File: src/rtl/instr_fetch_stage.sv
// Instruction fetch + IF/ID register: PC, req/ack instruction-memory port,
// one-entry skid buffer for downstream stall, and branch redirect with flush-to-NOP.
module instr_fetch_stage #(
   parameter int unsigned          ADDR_W   = 16,
   parameter int unsigned          INSTR_W  = 32,
   parameter logic [ADDR_W-1:0]    RESET_PC = '0
) (
   input  logic                 CLK,
   input  logic                 RST_N,
   output logic                 IMEM_REQ,
   output logic [ADDR_W-1:0]    IMEM_ADDR,
   input  logic                 IMEM_ACK,
   input  logic [INSTR_W-1:0]   IMEM_RDATA,
   input  logic                 STALL,
   input  logic                 SALTO,
   input  logic [ADDR_W-1:0]    BR_TARGET,
   output logic                 ID_VALID,
   output logic [3:0]           OpCode,
   output logic [1:0]           F,
   output logic [3:0]           RD,
   output logic [3:0]           RS1,
   output logic [3:0]           RS2,
   output logic [13:0]          IMM,
   output logic [ADDR_W-1:0]    ID_PC
);

   typedef enum logic [1:0] {
      S_FETCH = 2'd0,
      S_HOLD  = 2'd1,
      S_DRAIN = 2'd2
   } state_t;

   localparam logic [5:0]         NOP_OPF  = 6'b000011;
   localparam logic [INSTR_W-1:0] NOP_WORD = {NOP_OPF, {(INSTR_W-6){1'b0}}};

   logic [1:0]          r_rst_sync;
   logic                w_rst_n;
   state_t              r_state;
   logic                r_req;
   logic [ADDR_W-1:0]   r_pc;
   logic [ADDR_W-1:0]   r_target;
   logic [ADDR_W-1:0]   r_skid_pc;
   logic [INSTR_W-1:0]  r_skid_word;
   logic                r_id_valid;
   logic [ADDR_W-1:0]   r_id_pc;
   logic [INSTR_W-1:0]  r_id_word;
   logic                w_ack;
   logic                w_id_free;
   logic [ADDR_W-1:0]   w_pc_inc;

   // Reset asserts asynchronously but releases on a clock edge.
   always_ff @(posedge CLK or negedge RST_N) begin
      if (!RST_N) r_rst_sync <= '0;
      else        r_rst_sync <= {r_rst_sync[0], 1'b1};
   end
   assign w_rst_n = r_rst_sync[1];

   assign w_ack     = IMEM_ACK & r_req;
   assign w_id_free = ~r_id_valid | ~STALL;
   assign w_pc_inc  = r_pc + ADDR_W'(1);

   always_ff @(posedge CLK or negedge w_rst_n) begin
      if (!w_rst_n) begin
         r_state     <= S_FETCH;
         r_req       <= 1'b0;
         r_pc        <= RESET_PC;
         r_target    <= '0;
         r_skid_pc   <= '0;
         r_skid_word <= '0;
         r_id_valid  <= 1'b0;
         r_id_pc     <= '0;
         r_id_word   <= NOP_WORD;
      end else if (SALTO) begin
         r_id_valid                 <= 1'b0;
         r_id_word[INSTR_W-1 -: 6]  <= NOP_OPF;
         r_skid_word                <= '0;
         r_skid_pc                  <= '0;
         if (w_ack || !r_req) begin
            r_pc    <= BR_TARGET;
            r_state <= S_FETCH;
            r_req   <= 1'b1;
         end else begin
            // Request still open: keep address stable and drain it first.
            r_target <= BR_TARGET;
            r_state  <= S_DRAIN;
         end
      end else begin
         case (r_state)
            S_FETCH: begin
               if (w_ack) begin
                  r_pc <= w_pc_inc;
                  if (w_id_free) begin
                     r_id_word  <= IMEM_RDATA;
                     r_id_pc    <= r_pc;
                     r_id_valid <= 1'b1;
                  end else begin
                     r_skid_word <= IMEM_RDATA;
                     r_skid_pc   <= r_pc;
                     r_state     <= S_HOLD;
                     r_req       <= 1'b0;
                  end
               end else begin
                  r_req <= 1'b1;
                  if (w_id_free) r_id_valid <= 1'b0;
               end
            end
            S_HOLD: begin
               if (w_id_free) begin
                  r_id_word   <= r_skid_word;
                  r_id_pc     <= r_skid_pc;
                  r_id_valid  <= 1'b1;
                  r_skid_word <= '0;
                  r_skid_pc   <= '0;
                  r_state     <= S_FETCH;
                  r_req       <= 1'b1;
               end
            end
            S_DRAIN: begin
               if (w_id_free) r_id_valid <= 1'b0;
               if (w_ack) begin
                  r_pc    <= r_target;
                  r_state <= S_FETCH;
               end
            end
            default: begin
               r_state <= S_FETCH;
               r_req   <= 1'b0;
            end
         endcase
      end
   end

   assign IMEM_REQ  = r_req;
   assign IMEM_ADDR = r_pc;
   assign ID_VALID  = r_id_valid;
   assign ID_PC     = r_id_pc;
   assign OpCode    = r_id_word[31:28];
   assign F         = r_id_word[27:26];
   assign RD        = r_id_word[25:22];
   assign RS1       = r_id_word[21:18];
   assign RS2       = r_id_word[17:14];
   assign IMM       = r_id_word[13:0];

endmodule

File: config.mk
export PLATFORM = sky130hd
export DESIGN_NAME = instr_fetch_stage
export DESIGN_NICKNAME = d
export VERILOG_FILES = /design/src/rtl/instr_fetch_stage.sv
export SDC_FILE = /design/constraint.sdc
export NUM_CORES = 1
export LEC_CHECK = 0
export ABC_AREA = 1
export CORE_ASPECT_RATIO = 0.8
export CORE_UTILIZATION = 51
export DETAILED_ROUTE_END_ITERATION = 7
export DONT_BUFFER_PORTS = 1
export PLACE_DENSITY = 0.73
export SETUP_SLACK_MARGIN = 0.4
export SLEW_MARGIN = 10
export SYNTH_ARGS = -nofsm -noshare
export SYNTH_HDL_FRONTEND = slang
export SYNTH_SLANG_ARGS = --single-unit
File: constraint.sdc
create_clock -name CLK -period 5.6 [get_ports CLK]
set_input_delay 1.4 -clock CLK [delete_from_list [all_inputs] [get_ports CLK]]
set_output_delay 1.4 -clock CLK [all_outputs]
set_load 0.05 [all_outputs]
==> out/results.ini <==
[outcome]
status=complete, no violations

[timing]
period_needed_ns=3.257
slew_violations=0
period_share_pct=58.16
grt_setup_unrepaired=false
fmax_mhz=307.0
final-setup-viol-count=0
tightest_slew_ns=1.071
hold_viol=0
timing.hold.ws_ns=0.3476
finClkSkew_ns=0.007792
finalSetupTns_ns=0
setup_ws_ns=2.343
slew_headroom_pct=28.58

[clocking]
postCtsResizedCells=0
clk-insertion-delay-late_ns=0.42
numCtsBuffers=17
clock_path_buffers=2
cts_tree=done
cts.sinks=134
htreeDepth=4
cts_hold_buf=0
post-cts-setup-buffers=0
root_buffer=clkbuf_16
clk_pin_slew_ns=0.05

[grt]
grt_max_degree=97
grt_usage_pct=24.32
grt_antenna_before_repair=0
first_global_vias=4615
grt_overflow_total=0
grt_pass1_wl_mm=24.20

[finish]
nFillCells=1083
synthToLayoutAreaGrowth_pct=10.10
n_antenna_cell=0
layout.nets=824
drive_gt1_share_pct=6.154

[logic_synthesis]
synth_fp_nets=852
synth_most_common_cell=nand2_1
syn_inst=795
yosys-top-cells-area=dfrtp_1, nand2_1, nor2_1
synth_top_area_cell=dfrtp_1
yosysWarnings=0
synth.avg_cell_area_sq_um=7.990
ys_ff_latch=134
ys_types=29
synth-edff-count=0
synth_commonest_cells=nand2_1, nor2_1, dfrtp_1
netlist_area_sq_um=6352
synth_top_area_share_pct=52.00
ys.flop_type=dfrtp_1
async_reset_ff_share_pct=100.0
synth_seq_area_share_pct=52.83

[critical_path]
criticalPathCategory=in2reg
start_kind=input pin
r2r_cells=9
required_ns=5.85
r2r_end=r_skid_word[22]
ff2ff_setup_slack_ns=2.42
crit_path_start=SALTO
critical_path.max_fanout=96
arrival_ns=3.51
rr_startpoint=r_state[1]
critPathCaptureType=register

[power_and_ir_drop]
leakage_nw=3.203
total_power_w=0.005223
vdd.ir_drop.worst_mv=0.3539
p_per_area_nw_per_um2=746.8

[die]
ios=119
coreArea_sq_um=12160
fp.dieH_um=101.8
num_rows=36
die_area_sq_um=12910
dieWidth_um=126.8
start_util_pct=52.23

[job]
maxCapViolations=0

[detailed_routing]
wire_per_inst_um=16.05
ant_nets=0
wl_mm=14.96
drt_first_pass_iters=5
dr.first_iter.drc_count=476
vias=5285
drcViolationCount=0
avgViaCountPerCell=5.671

[placed_design]
dp_hpwl_mm=9.716
portBuffers=0
dp_slack_ns=1.963
place_congestion=0.8887

[min_path]
hold_class=reg2reg
min_to=r_rst_sync[1]
min_from=r_rst_sync[0]
whs_path_depth=0

## cell families after synthesis
kind of cell | Yosys count | synth area share [%]
XOR/XNOR | 3 | 0.4137
flip-flops | 134 | 52.83
AO/OA/AOI/OAI | 162 | 13.96
buffers and inverters | 95 | 6.500
AND/OR/NAND/NOR | 396 | 25.45
adder cells (fa/ha/maj) | 4 | 0.7879
other | 1 | 0.05903
## critical path, stage by stage
cell	delay, ns
inv_2	0.03
buf_4	0.60
nand2_1	0.23
nor2_1	0.22
nor2_1	0.09
nand2_2	0.15
nor2_4	0.03
buf_4	0.38
nor2_1	0.23
a21oi_1	0.07
## cells in the final DEF (no fill, tap or decap), types with 3 or more instances in the layout
cell type | netlist | final
buf_4 | 4 | 6
a31oi_1 | 42 | 42
bufinv_16 | 0 | 4
a21oi_1 | 68 | 67
inv_1 | 40 | 40
o221ai_1 | 3 | 3
clkbuf_8 | 0 | 5
nand4_1 | 3 | 3
clkinv_2 | 0 | 3
o21ai_0 | 43 | 43
nand2_1 | 170 | 170
clkbuf_16 | 0 | 17
a22oi_1 | 3 | 3
nor2_1 | 137 | 137
dfrtp_1 | 132 | 131
ha_1 | 4 | 3
nand3_1 | 79 | 79
## worst max-delay path by stage
| stage | end | slack (ns) | depth (start not counted) |
|---|---|---|---|
| final | r_skid_word[22] | 2.34 | 10 |
| after global routing | r_skid_word[24] | 2.11 | 9 |
| after CTS | r_skid_word[22] | 2.42 | 10 |
| after detailed placement | r_skid_word[22] | 1.96 | 10 |
| after global placement | r_skid_pc[0] | 2.09 | 10 |
| after floorplan | ID_PC[0] | 1.59 | 0 |
## final cells by class
cell class,instances,area [sq um],share of cell area (%)
Sequential cell,134,3359,48.03
Multi-Input combinational cell,566,2597,37.14
Clock buffer,24,501.7,7.174
Tap cell,152,190.2,2.719
Inverter,42,157.7,2.254
Clock inverter,8,142.6,2.039
Timing Repair Buffer,6,45.04,0.6440
## state kept, by name (all words and copies together), names as in the netlist
name         cells
r_id_word       32
ID_VALID         1
IMEM_REQ         1
IMEM_ADDR       16
r_state          2
ID_PC           16
r_rst_sync       2
r_skid_word     32
r_skid_pc       16
r_target        16
## per-stage QoR
stage	std cells	area [sq um]	util (%)
2_1_floorplan	795	6352	-
3_3_place_gp	900	6350	52.21
3_5_place_dp	900	6350	52.21
4_1_cts	932	6994	57.51
5_1_grt	932	6994	57.51
6_report	932	6994	57.51
## metal layers
metal	part of all wire (%)	wire [um]	vias up	global-route usage [%]
met4	1.0	154	0	9.158
met2	44	6636	191	33.96
li1	-	-	2573	-
met1	46	6900	2509	34.89
met5	0	0	-	0
met3	8.5	1264	12	8.482
## power breakdown
| group | switching, W | internal [W] | leakage (nW) | total, W |
|---|---|---|---|---|
| combinational | 0.000866 | 0.000478 | 1.33 | 0.00134 |
| sequential | 0.00124 | 0.00145 | 1.55 | 0.00268 |
| clock | 0.000393 | 0.000802 | 0.316 | 0.00119 |
Note: power is estimated with default switching activity, not from simulation.
